**src/rtl/ppb_pkg.sv**
```systemverilog
// Shared types and default sizes for the PPB serial link.
package ppb_pkg;

  localparam int unsigned PPB_N_OUT = 120;
  localparam int unsigned PPB_N_IN  = 60;

  typedef enum logic [1:0] {
    StIdle  = 2'd0,
    StLoad  = 2'd1,
    StShift = 2'd2,
    StLatch = 2'd3
  } ppb_state_t;

endpackage

```
**src/rtl/ppb_clk_div.sv**
```systemverilog
// Half-period tick generator: counts 0..CLK_DIV-1 and ticks on the last count.
module ppb_clk_div #(
  parameter int unsigned CLK_DIV = 4
) (
  input  logic clk,
  input  logic reset,
  input  logic clear,
  output logic tick
);

  localparam int unsigned CntW = (CLK_DIV > 1) ? $clog2(CLK_DIV) : 1;
  localparam logic [CntW-1:0] CntMax = CntW'(CLK_DIV - 1);

  logic [CntW-1:0] cnt_q;

  // Free-running divider, held at zero while cleared so a frame starts on a clean phase
  always_ff @(posedge clk) begin
    if (reset || clear) begin
      cnt_q <= '0;
    end else if (cnt_q == CntMax) begin
      cnt_q <= '0;
    end else begin
      cnt_q <= cnt_q + 1'b1;
    end
  end

  assign tick = (cnt_q == CntMax);

endmodule

```
**src/rtl/ppb_shift_link.sv**
```systemverilog
// Frame engine: snapshots device_outputs, shifts it to a 595 chain while
// capturing the 165 chain into device_inputs.
module ppb_shift_link
  import ppb_pkg::*;
#(
  parameter int unsigned N_OUT   = PPB_N_OUT,
  parameter int unsigned N_IN    = PPB_N_IN,
  parameter int unsigned CLK_DIV = 4
) (
  input  logic             clk,
  input  logic             reset,
  input  logic             enable,
  input  logic [0:N_OUT-1] device_outputs,
  output logic [0:N_IN-1]  device_inputs,
  output logic             ser_clk,
  output logic             ser_dout,
  input  logic             ser_din,
  output logic             ser_latch,
  output logic             ser_load_n,
  output logic             busy,
  output logic             frame_done
);

  if (N_IN > N_OUT || N_IN < 2) begin : g_bad_n_in
    $error("ppb_shift_link: N_IN must be in 2..N_OUT");
  end
  if (CLK_DIV < 2) begin : g_bad_clk_div
    $error("ppb_shift_link: CLK_DIV must be at least 2");
  end

  localparam int unsigned CntW = $clog2(N_OUT + 1);
  localparam logic [CntW-1:0] LastBit = CntW'(N_OUT - 1);
  localparam logic [CntW-1:0] InBits  = CntW'(N_IN);

  ppb_state_t       state_q, state_d;
  logic             tick;
  logic             div_clear;
  logic             phase_q;   // 0: low half of ser_clk, 1: high half
  logic             rise_q;    // first cycle with ser_clk high
  logic [CntW-1:0]  bit_cnt_q;
  logic [0:N_OUT-1] out_shift_q;
  logic [0:N_IN-1]  in_shift_q;
  logic             start;
  logic             bit_end;
  logic             last_bit;

  assign div_clear = (state_q == StIdle);
  assign start     = (state_q == StIdle) && enable;
  assign bit_end   = (state_q == StShift) && tick && phase_q;
  assign last_bit  = bit_end && (bit_cnt_q == LastBit);

  ppb_clk_div #(
    .CLK_DIV (CLK_DIV)
  ) u_clk_div (
    .clk   (clk),
    .reset (reset),
    .clear (div_clear),
    .tick  (tick)
  );

  // Next-state decode
  always_comb begin
    state_d = state_q;
    unique case (state_q)
      StIdle:  if (enable)   state_d = StLoad;
      StLoad:  if (tick)     state_d = StShift;
      StShift: if (last_bit) state_d = StLatch;
      StLatch: if (tick)     state_d = StIdle;
      default:               state_d = StIdle;
    endcase
  end

  // State, counters and both shift registers
  always_ff @(posedge clk) begin
    if (reset) begin
      state_q       <= StIdle;
      phase_q       <= 1'b0;
      rise_q        <= 1'b0;
      bit_cnt_q     <= '0;
      out_shift_q   <= '0;
      in_shift_q    <= '0;
      device_inputs <= '0;
    end else begin
      state_q <= state_d;
      rise_q  <= (state_q == StShift) && tick && !phase_q;
      if (start) begin
        out_shift_q <= device_outputs;
        bit_cnt_q   <= '0;
        phase_q     <= 1'b0;
      end else if ((state_q == StShift) && tick) begin
        phase_q <= ~phase_q;
        // Advance the out bit only at the end of the high half so ser_dout
        // changes together with the falling ser_clk.
        if (phase_q) begin
          out_shift_q <= {1'b0, out_shift_q[0:N_OUT-2]};
          bit_cnt_q   <= bit_cnt_q + 1'b1;
        end
      end
      // After N_IN samples, sample k has reached index k; later samples are dropped
      if (rise_q && (bit_cnt_q < InBits)) begin
        in_shift_q <= {in_shift_q[1:N_IN-1], ser_din};
      end
      if (frame_done) begin
        device_inputs <= in_shift_q;
      end
    end
  end

  // Pin decode from registered state
  always_comb begin
    busy       = (state_q != StIdle);
    ser_clk    = (state_q == StShift) && phase_q;
    ser_dout   = (state_q == StShift) ? out_shift_q[N_OUT-1] : 1'b0;
    ser_latch  = (state_q == StLatch);
    ser_load_n = (state_q != StLoad);
    frame_done = (state_q == StLatch) && tick;
  end

endmodule

```
**config.mk**
```make
export PLATFORM = sky130hd
export DESIGN_NAME = ppb_shift_link
export DESIGN_NICKNAME = d
export VERILOG_FILES = /design/src/rtl/ppb_pkg.sv /design/src/rtl/ppb_clk_div.sv /design/src/rtl/ppb_shift_link.sv
export SDC_FILE = /design/constraint.sdc
export NUM_CORES = 1
export LEC_CHECK = 0
export ABC_AREA = 1
export BUFFER_PORTS_ARGS = -buffer_cell sky130_fd_sc_hd__buf_2
export CAP_MARGIN = 20
export CORE_MARGIN = 2
export CORE_UTILIZATION = 31
export CTS_CLUSTER_DIAMETER = 80
export DETAILED_ROUTE_END_ITERATION = 8
export MAX_ROUTING_LAYER = met4
export PLACE_DENSITY = 0.61
export SETUP_SLACK_MARGIN = 0.2
export SLEW_MARGIN = 20
export SYNTH_ARGS = -nofsm -noshare
export SYNTH_HDL_FRONTEND = slang
export SYNTH_SLANG_ARGS = --single-unit
export TNS_END_PERCENT = 50
```
**constraint.sdc**
```tcl
create_clock -name clk -period 1.85 [get_ports clk]
set_input_delay 0.2775 -clock clk [delete_from_list [all_inputs] [get_ports clk]]
set_output_delay 0.2775 -clock clk [all_outputs]
set_load 0.005 [all_outputs]
```
==> results of run 1 <==
==> synthesized netlist by cell type (all sizes together) <==
| cell type | n | area, um2 |
|---|---|---|
| a21oi | 129 | 646 |
| a31oi | 119 | 744 |
| nor2 | 19 | 73.8 |
| or2 | 1 | 6.26 |
| clkbuf | 55 | 208 |
| ha | 6 | 75.1 |
| dfxtp | 253 | 5060 |
| buf | 50 | 330 |
| nand3 | 123 | 628 |
| inv | 78 | 293 |
| o31ai | 1 | 7.51 |
| nor3b | 1 | 7.51 |
| nor3 | 3 | 15.0 |
| nand2 | 258 | 968 |
| o21ai | 122 | 611 |
| xor2 | 1 | 8.76 |
| o21a | 1 | 7.51 |
==> worst max-delay path, delay by kind of cell (launching register included) <==
kind | cells | cell delay [ps]
buffers and inverters | 4 | 310
adder cells (fa/ha/maj) | 1 | 160
flip-flops | 1 | 380
AND/OR/NAND/NOR | 1 | 50
==> layout make-up <==
cell class,count,area (um2)
clock inverter,12,153
tap,396,495
clock buffer,39,813
timing repair buffer,238,1740
antenna,1,2.50
inverter,78,305
fill,3131,18200
sequential,253,5070
multi-input combinational,784,3870
==> kinds of logic after synthesis <==
group	count (synthesis)
AO/OA/AOI/OAI	372
XOR/XNOR	1
adder cells (fa/ha/maj)	6
buffers and inverters	183
flip-flops	253
AND/OR/NAND/NOR	405
==> through the flow <==
step	power, W	util	area, um2	worst slack (ps)
final	0.0145	0.406	12500	139
after floorplan	0.00772	-	9690	310
after global placement	0.00841	0.356	10900	20.2
after detailed placement	0.00843	0.356	10900	-6.60
after CTS	0.0144	0.398	12200	111
after global routing	0.0152	0.406	12500	83.0
==> how the worst max path moves through the flow <==
stage                       endpoint  cells past startpoint
floorplan             out_shift_q[1]                      9
global placement    out_shift_q[119]                      6
detailed placement  out_shift_q[119]                      6
CTS                          ser_clk                      6
global route                 ser_clk                      6
finish                      ser_dout                      6
==> cell usage in the layout (no fill, tap or decap), types with 3 or more instances in the layout <==
master	Yosys	layout
nand2_1	258	254
dfxtp_1	253	250
buf_2	33	187
a21oi_1	129	129
nand3_1	122	122
o21ai_0	121	121
a31oi_1	119	119
inv_1	75	72
clkbuf_16	0	36
nor2_1	18	18
buf_4	6	13
dlygate4sd3_1	0	10
buf_12	0	7
clkbuf_1	54	5
clkbuf_8	0	5
buf_16	0	5
clkinv_2	0	4
buf_6	9	4
inv_2	3	3
nor3_1	3	3
ha_4	0	3
bufinv_16	0	3
inv_6	0	3
buf_8	1	3
==> per-layer routing <==
metal | wire length, um | vias up | track usage
met5 | 0 | - | -
met4 | 518 | 0 | 0.0426
met3 | 1350 | 38 | 0.0222
met2 | 12700 | 222 | 0.230
met1 | 12800 | 4182 | 0.202
li1 | - | 4483 | -
==> flip-flops by register name (all words and copies together) (netlist names) <==
register and cells:
rise_q 1, phase_q 1, device_inputs 60, in_shift_q 60
state_q 2, bit_cnt_q 7, out_shift_q 120, u_clk_div.cnt_q 2
==> power by group <==
part / leakage, nW / total, W / internal, W / switching (W)
Clock: 0.475 / 0.00579 / 0.00350 / 0.00229
Sequential: 2.06 / 0.00626 / 0.00597 / 0.000293
Combinational: 2.29 / 0.00245 / 0.000986 / 0.00147
==> repair_timing <==
item                                    in CTS  in global routing
cloned                                       3                  8
endpoints found under the hold margin       10                  0
setup buffers                                8                  1
endpoints found under the setup margin     126                155
resized for setup                           19                 18
hold buffers                                10                  0
pin swaps                                    4                  0
==> results.md, run 1 <==
* Status: complete, no violations
* Routability Congestion at ~0.76
* Max_cap viols at 0
* Rows at 64
* Post-Syn Area per Cell at 7.95 um2
* Share of layout cells above drive strength 1 at 0.210
* Hold path cells at 3
* Register area share after synthesis at 0.522
* Critical Path RT at 1570 ps
* Inst Count DP at 1719
* Cells along the critical path: inv_4 > ha_4 > buf_6 > nand2_2 > inv_1 > buf_2
* First-pass GRT wire length at approximately 40 mm
* Worst clock skew at 9.15 ps
* Min Tclk post-route at 1710 ps
* ANT nets after route at 0
* Compound-cell area share of the yosys netlist at 0.208
* Vias at between 8k and 9k
* Fmax at 0.584 GHz
* NumNets Final at 1513
* Die area at 32700 um2
* Final cell count without fillers at 1801
* CP Class: reg2out
* Multiplexer share of the synthesized area at 0
* TritonRoute pass-1 iters at 5
* Largest net degree at the start of global routing at 124
* Worst reg2reg path endpoint: out_shift_q[53]
* Number of buffers created by CTS at 28
* Core Region at around 31000 um2
* Initial antenna violation count at 2
* Peak VDD IR at 0.637 mV
* Post-synth net total at around 1.4k
* Initial Util at 0.316
* XOR/XNOR share of the synthesized area at 0.000903
* Worst-margin pin slew at slightly above 500 ps
* Die width at 181 um
* Pwr/cell area at 1160 nW/um2
* R2r setup slk at 210 ps
* Largest family of logic cells by synthesized area: compound AO/OA/AOI/OAI gates
* # DRC at 0
* Post-Route WL at 27.3 mm
* Worst hold start: device_outputs[106]
* Min-Delay Path Class: in2reg
* Post-Syn Area at 9690 um2
* Crit-path max cell delay at around 380 ps
* GRT Total Usage at 0.149
* Clock Path Buffers at 3
* Cell variety after synth at 26
* I/O pins at 190
* Clock Latency Late Sink at 530 ps
* Dpl hpwl at 14.9 mm
* PortBufs at 189
* Fin Hold WS at 22.8 ps
* Congestion Overflow GR at 0
* Post-Syn Instances at between 1k and 1.5k
* Reg clk slew, reported paths at around 60 ps
* Via-per-instance ratio at 4.96
* Setup TNS at 0 ps
* Final slew viol count at 0
* Leak at 4.82 nW
* Fin crit share at 0.925
* Post-synthesis simple-gate area fraction at 0.175
* H-Tree Depth at 1
* RSZ-0062 raised after global routing: true
* Reg2reg path depth at 9
* Mean routed wirelength per cell at 15.2 um
* Ys Warns at 0
* Final setup viols at 0
* Layout area overhead at 28.5%
* Worst Setup End Kind: output pin
* Max_slew headroom at 0.660
* FF+latch count, synth at 253
* Root Driver: clkbuf_16
* TritonCTS clock tree: built
* Die H at 181 um
* Critical Path Source: state_q[0]
* Worst-path fanout max at 3
* Vias in the first global route at around 8k
* RR Startpoint: state_q[1]
* Iter 0 DRT Violations at just under 700
* Clock sink count at approximately 250
* Worst path slowest cell: dfxtp_4
* Post-Synth Adder-Cell Area at 0.00774
* Worst Path Arrival at 1430 ps
* CP startpoint kind: flop
* Hold Vio Cnt, Final at 0
* Hold Path End: out_shift_q[106]
Power figures use the tool's default switching activity.
==> run 2: changes to the inputs <==
- ABC_AREA: 1 -> not set
- CORE_UTILIZATION: 31 -> 45
- PLACE_DENSITY: 0.61 -> 0.78
==> run 2 against run 1 <==
Compared with the run above: worst setup slack worse by 38 ps; area after synthesis is 7.5% higher; clock skew hardly changed; critical path type unchanged; global-route usage is 5.2 points higher; via count is 4.3% higher; critical path depth is 1 lower; first-iteration DRC count is 18% lower; design area is 3.8% higher; largest power group unchanged; clock power is 10% lower; sequential share of layout area is 1.5 points lower.
==> results.md, run 2 <==
* Post-Syn Area at 10400 um2 (+7.5%)
* Worst reg2reg path endpoint: out_shift_q[74]
* Fillers at 2006 (-36%)
* GRT Total Usage at 0.201 (+0.0518)
* Congestion Overflow GR at 0 (unchanged)
* Dpl hpwl at 15.1 mm (+1.3%)
* H-Tree Depth at 1 (unchanged)
* Layout area overhead at 24.1%
* GRT busiest layer: met2
* Sequential Power Share at 0.442 (+0.010)
* Largest net degree at the start of global routing at 69 (-44%)
* Largest reg by FF count: out_shift_q
* Worst hold start: ser_din
* Vias in the first global route at 8437 (+5.9%)
* Synth top cells by count: nand2_1, dfxtp_1, nor2_1
* Yosys top cell by area: dfxtp_1
* Max FFs per register at 120 (unchanged)
* Ys Warns at 0 (unchanged)
* RSZ-0062 raised after global routing: true
* Initial antenna violation count at 2 (unchanged)
* Commonest cells after routing, fill and taps aside: nand2_1, dfxtp_1, buf_2
* Worst Setup End Kind: output pin
* Hold Path End: in_shift_q[59]
* CP Class: reg2out
* TritonCTS clock tree: built
* Core Util, Final at 0.569 (+0.163)
* Post-synth net total at 1395 (+3.3%)
* Status: complete, no violations
* I/O pins at 190 (unchanged)
* Register area share after synthesis at 0.486 (-0.0366)
* Clock Path Buffers at 3 (unchanged)
* Combinational share of power at 0.212 (+0.043)
* # DRC at 0 (unchanged)
* Met3 GRT Util at 0.0314 (+0.00922)
* Rows at 55 (-14%)
* Post-Syn Area per Cell at 8.24 um2 (+3.7%)
* Critical Path RT at 1570 ps (about the same)
* Ys async rst share at 0 (unchanged)
* Mean routed wirelength per cell at 14.9 um (-1.8%)
* Die H at 156 um (-14%)
* Cell Int Power at 0.0107 W (+2.8%)
* Reg clk slew, reported paths at 60 ps (about the same)
* Sw Share at 0.286 (+0.00648)
* Worst-path fanout max at 3 (unchanged)
* Worst Path Arrival at 1470 ps (+40 ps)
* GR Layer Usage met1 at 0.268 (+0.0651)
* Reg2reg path depth at 8 (-1)
* Share of layout cells above drive strength 1 at 0.266 (+0.0557)
* Clock sink count at 253 (unchanged)
* Root Driver: clkbuf_16
* Fin crit share at 0.945 (+0.0204)
* CP startpoint kind: flop
* Routability Congestion at 0.814 (+6.5%)
* Clock share of power at 0.346 (-0.053)
* Top flop regs: out_shift_q x120, device_inputs x60, in_shift_q x60
* Vias at 9312 (+4.3%)
* Pwr/cell area at 1160 nW/um2 (about the same)
* Leak at 4.81 nW (-0.25%)
* EDFF count, synth at 0 (unchanged)
* PortBufs at 189 (unchanged)
* Worst-margin pin slew at 473 ps (-37.0 ps)
* Area contributors post-synth: dfxtp_1, nand2_1, a311oi_2
* Number of buffers created by CTS at 27 (-3.6%)
* Min Tclk post-route at 1750 ps (+37.7 ps)
* Final slew viol count at 0 (unchanged)
* Iter 0 DRT Violations at 555 (-18%)
* Clock Latency Late Sink at 510 ps (-20 ps)
* Setup TNS at 0 ps (unchanged)
* Core Region at 22700 um2 (-26%)
* Post-Route WL at 25.7 mm (-6.0%)
* RR Startpoint: state_q[0]
* Via-per-instance ratio at 5.40 (+9.0%)
* Worst clock skew at 8.80 ps (-0.345 ps)
* Die area at 24400 um2 (-25%)
* Max_cap viols at 0 (unchanged)
* ANT nets after route at 0 (unchanged)
* R2r setup slk at 120 ps (-90 ps)
* Max_slew headroom at 0.685 (+0.0247)
* First-pass GRT wire length at 40.4 mm (+0.12%)
* Final setup viols at 0 (unchanged)
* Met2 Use GR at 0.318 (+0.0883)
* Top cell type's share of synthesized area at 0.486 (-0.0366)
* FF+latch count, synth at 253 (unchanged)
* Fmax at 0.572 GHz (-2.2%)
* Critical Path Source: state_q[0]
* Initial Util at 0.459 (+0.143)
* Cell variety after synth at 36 (+38%)
* Hold path cells at 3 (unchanged)
* Min-Delay Path Class: in2reg
* Die width at 156 um (-14%)
* Hold Vio Cnt, Final at 0 (unchanged)
* Peak VDD IR at 0.597 mV (-6.4%)
* TritonRoute pass-1 iters at 5 (unchanged)
* NumNets Final at 1551 (+2.5%)
* Ys flop type: dfxtp_1
* Post-Syn Instances at 1265 (+3.7%)
* Switching power at 0.00430 W (+6.2%)
* Commonest non-fill, non-tap cell in the layout: nand2_1
* Count leader, synth: nand2_1
## run 2: cell types whose count changed in the layout (fill, tap and decap cells not counted), moves of 5 or more
cell           change
inv_1             -69
a311oi_2          +93
a31oi_1          -119
nor2_1           +108
nand2_1          +230
nand3_1          -117
a21oi_1            -5
a311oi_1          +26
buf_12             +8
o21ai_0          -119
dlygate4sd3_1     -10
## run 2: worst max-delay path, cell delays in order, from the launching register on
cell	delay, ps
dfxtp_2	360
inv_2	60
ha_4	160
buf_6	120
and2_4	150
buf_6	110
## run 2: power groups by stage
stage / logic, W / clock network [W] / registers (W)
3_5_place_dp: 0.00283 / 0 / 0.00668
3_3_place_gp: 0.00271 / 0 / 0.00669
6_report: 0.00320 / 0.00520 / 0.00665
5_1_grt: 0.00350 / 0.00554 / 0.00672
4_1_cts: 0.00291 / 0.00533 / 0.00662
2_1_floorplan: 0.00220 / 0 / 0.00659
## run 2: through the flow
| step | cell area [um2] | instances | total power, W | worst slack [ps] | hold slack (ps) |
|---|---|---|---|---|---|
| floorplan | 10400 | 1265 | 0.00879 | 228 | 405 |
| global placement | 11600 | 1659 | 0.00941 | 181 | 419 |
| detailed placement | 11600 | 1659 | 0.00951 | 85.6 | 436 |
| CTS | 12600 | 1713 | 0.0149 | 111 | 7.44 |
| global route | 12900 | 1724 | 0.0158 | 7.94 | 29.0 |
| finish | 12900 | 1724 | 0.0150 | 101 | 26.6 |
## run 2: logic make-up after synthesis
logic type / Yosys count / share of synthesized area
compound gates: 249 / 0.211
xor+xnor: 6 / 0.00504
fa+ha+maj: 6 / 0.00720
buf+inv: 114 / 0.0545
flops: 253 / 0.486
mux: 1 / 0.000960
simple gates: 636 / 0.235
## run 2: worst max-delay path by stage
stage / endpoint / slack (ps) / cells past startpoint
2_1_floorplan: out_shift_q[18] / 230 / 7
3_3_place_gp: out_shift_q[42] / 180 / 6
3_5_place_dp: out_shift_q[22] / 90 / 6
4_1_cts: ser_clk / 110 / 5
5_1_grt: out_shift_q[100] / 8 / 8
6_report: ser_clk / 100 / 5
## run 2: layout make-up
cell class / instances / area (um2) / share of cell area
Antenna cell: 2 / 5.00 / 0.000387
Tap cell: 285 / 357 / 0.0276
Sequential cell: 253 / 5070 / 0.392
Timing Repair Buffer: 235 / 1680 / 0.130
Clock inverter: 4 / 72.6 / 0.00561
Multi-Input combinational cell: 899 / 4950 / 0.383
Inverter: 5 / 21.3 / 0.00164
Clock buffer: 41 / 778 / 0.0602
## run 2: what timing repair did
action,4_1_cts,5_1_grt
endpoints found under the setup margin,121,125
setup buffers,7,4
resized for setup,16,25
cloned,2,5
pin swaps,2,0
hold buffers,0,0
## run 2: layer usage
metal  up-vias  share of wire
met1      4388           0.45
li1       4553              -
met2       325           0.47
met3        46          0.060
met4         0          0.018
met5         -              0
==> run 3: changes to the inputs <==
- ABC_AREA: not set -> 1
==> run 3 against run 2 <==
Compared with the run above: total power down 2.8%; sequential power fell by 5.9%; count of clock-buffer cells in the layout decreased by 3; combinational power decreased by 11%; clock skew is 1.4 ps higher; highest routed layer unchanged.
==> results.md, run 3 (synthesized netlist as in run 1, its figures left out) <==
* Leak at 4.85 nW (+0.82%)
* Reg clk slew, reported paths at 60 ps (about the same)
* Setup TNS at 0 ps (unchanged)
* Mean routed wirelength per cell at 15.2 um (+1.9%)
* Critical Path Source: state_q[1]
* Hold Vio Cnt, Final at 0 (unchanged)
* Overall power at 0.0146 W (-2.8%)
* Status: complete, no violations
* Die width at 151 um (-3.5%)
* RSZ-0062 raised after global routing: true
* Max FFs per register at 120 (unchanged)
* Critical Path RT at 1570 ps (about the same)
* H-Tree Depth at 1 (unchanged)
* Layout area overhead at 27.9%
* Worst-path fanout max at 4 (+1)
* Vias at 9038 (-2.9%)
* Die area at 22700 um2 (-6.8%)
* Max_cap viols at 0 (unchanged)
* Peak VDD IR at 0.985 mV (+65%)
* Core Region at 21100 um2 (-7.1%)
* Crit-path max cell delay at 370 ps (about the same)
* Congestion Overflow GR at 0 (unchanged)
* Commonest non-fill, non-tap cell in the layout: nand2_1
* I/O pins at 190 (unchanged)
* Min Tclk post-route at 1700 ps (-49.0 ps)
* PortBufs at 189 (unchanged)
* First-pass GRT wire length at 38.5 mm (-4.6%)
* Share of layout cells above drive strength 1 at 0.219 (-0.0469)
* Initial antenna violation count at 2 (unchanged)
* Min-Delay Path Class: in2reg
* ANT nets after route at 0 (unchanged)
* Metal1 wirelength at 11.0 mm (-4.3%)
* Met2 Routed Length at 12.0 mm (-0.46%)
* Fillers at 1816 (-9.5%)
* Cell Area, Placed at 10800 um2 (-6.9%)
* CP Class: reg2out
* Top flop regs: out_shift_q x120, device_inputs x60, in_shift_q x60
* Max_slew headroom at 0.613 (-0.0714)
* RR Startpoint: state_q[1]
* Rows at 53 (-3.6%)
* Number of buffers created by CTS at 26 (-3.7%)
* Pwr/cell area at 1180 nW/um2 (+1.4%)
* NumNets Final at 1512 (-2.5%)
* Final slew viol count at 0 (unchanged)
* Worst Path Arrival at 1420 ps (-50 ps)
* TritonCTS clock tree: built
* Register area at 5070 um2 (about the same)
* Iter 0 DRT Violations at 721 (+30%)
* Routability Congestion at 0.787 (-3.3%)
* Final Worst Setup Slack at 150 ps (+49.0 ps)
* Fin crit share at 0.919 (-0.0265)
* Finished layout cell area at 12400 um2 (-4.1%)
* Largest net degree at the start of global routing at 124 (+80%)
* Cells along the critical path: buf_4 > ha_4 > nand2_4 > inv_4 > buf_2
* Post-Route WL at 25.4 mm (-0.81%)
* Worst path slowest cell: dfxtp_4
* Clock Latency Late Sink at 520 ps (about the same)
* Initial Util at 0.460 (+0.000705)
* Worst clock skew at 10.2 ps (+1.41 ps)
* Worst Setup End Kind: output pin
* Vias in the first global route at 8132 (-3.6%)
* Clock Path Buffers at 3 (unchanged)
* CP startpoint kind: flop
* Dpl hpwl at 13.9 mm (-8.2%)
* Multi-input gate area at 3910 um2 (-21%)
* Inst Count DP at 1600 (-3.6%)
* Worst hold start: device_outputs[5]
* Worst-margin pin slew at 580 ps (+107 ps)
* Die H at 151 um (-3.5%)
* Top Metal Used: met4
* Final setup viols at 0 (unchanged)
* Wire length on met3 at 1.57 mm (+1.7%)
* TritonRoute pass-1 iters at 5 (unchanged)
* Via-per-instance ratio at 5.39 (-0.28%)
* Largest reg by FF count: out_shift_q
* Commonest cells after routing, fill and taps aside: nand2_1, dfxtp_1, buf_2
* GRT Total Usage at 0.208 (+0.00728)
* Root Driver: clkbuf_16
* Dpl ws at 62.2 ps (-23.4 ps)
* Fmax at 0.588 GHz (+2.9%)
* Clock sink count at 253 (unchanged)
* Final cell count without fillers at 1678 (-2.7%)
* # DRC at 0 (unchanged)
[run 3: cell count changes in the layout (fill, tap and decap cells not counted), sizes merged, moves of 3 or more]
cell    change
nand2     -228
o21ai     +120
a311oi    -119
a31oi     +119
nand3     +117
nor2      -107
inv        +73
a21oi       +5
and3        -3
buf         -3
clkinv      +3
nand2b      -3
xor2        -3
[run 3: critical path, delay by kind of cell, from the launching register on]
kind	cells	cell delay, ps
adders and majority gates	1	170
buffers and inverters	3	290
DFF	1	370
and+or+nand+nor	1	70
[run 3: area by class of cell]
type / count / area share
sequential: 253 / 0.409
clock inverter: 10 / 0.0107
antenna: 1 / 0.000202
inverter: 78 / 0.0254
timing repair buffer: 239 / 0.148
multi-input combinational: 784 / 0.315
clock buffer: 38 / 0.0635
tap: 275 / 0.0278
[run 3: final timing paths]
check	to	slack, ps	depth (start not counted)
worst max register to register	out_shift_q[35]	230	10
worst min register to register	in_shift_q[0]	460	2
worst min-delay path	out_shift_q[5]	20	3
worst max-delay path	frame_done	150	5
[run 3: layer usage]
metal,global-route usage,vias up
met1,0.280,4195
met4,0.0682,0
met2,0.325,310
met5,-,-
li1,-,4474
met3,0.0301,59
[run 3: stage by stage]
| stage | utilization | hold slack, ps |
|---|---|---|
| after floorplan | - | 397 |
| final | 0.588 | 22.3 |
| after global routing | 0.588 | 9.54 |
| after detailed placement | 0.513 | 414 |
| after global placement | 0.513 | 406 |
| after CTS | 0.567 | 2.25 |
[run 3: where the power goes]
part	switching, W	internal, W	total (W)
Clock	0.00215	0.00336	0.00551
Sequential	0.000294	0.00597	0.00626
Combinational	0.00159	0.00126	0.00285
Total	0.00403	0.0106	0.0146
[run 3: timing repair]
| action | 4_1_cts | 5_1_grt |
|---|---|---|
| setup endpoints to repair | 130 | 164 |
| cloned | 3 | 9 |
| endpoints found under the hold margin | 1 | 0 |
| pin swaps | 3 | 7 |
| hold buffers | 1 | 0 |
| gates resized for setup | 23 | 23 |
| buffers inserted | 6 | 10 |
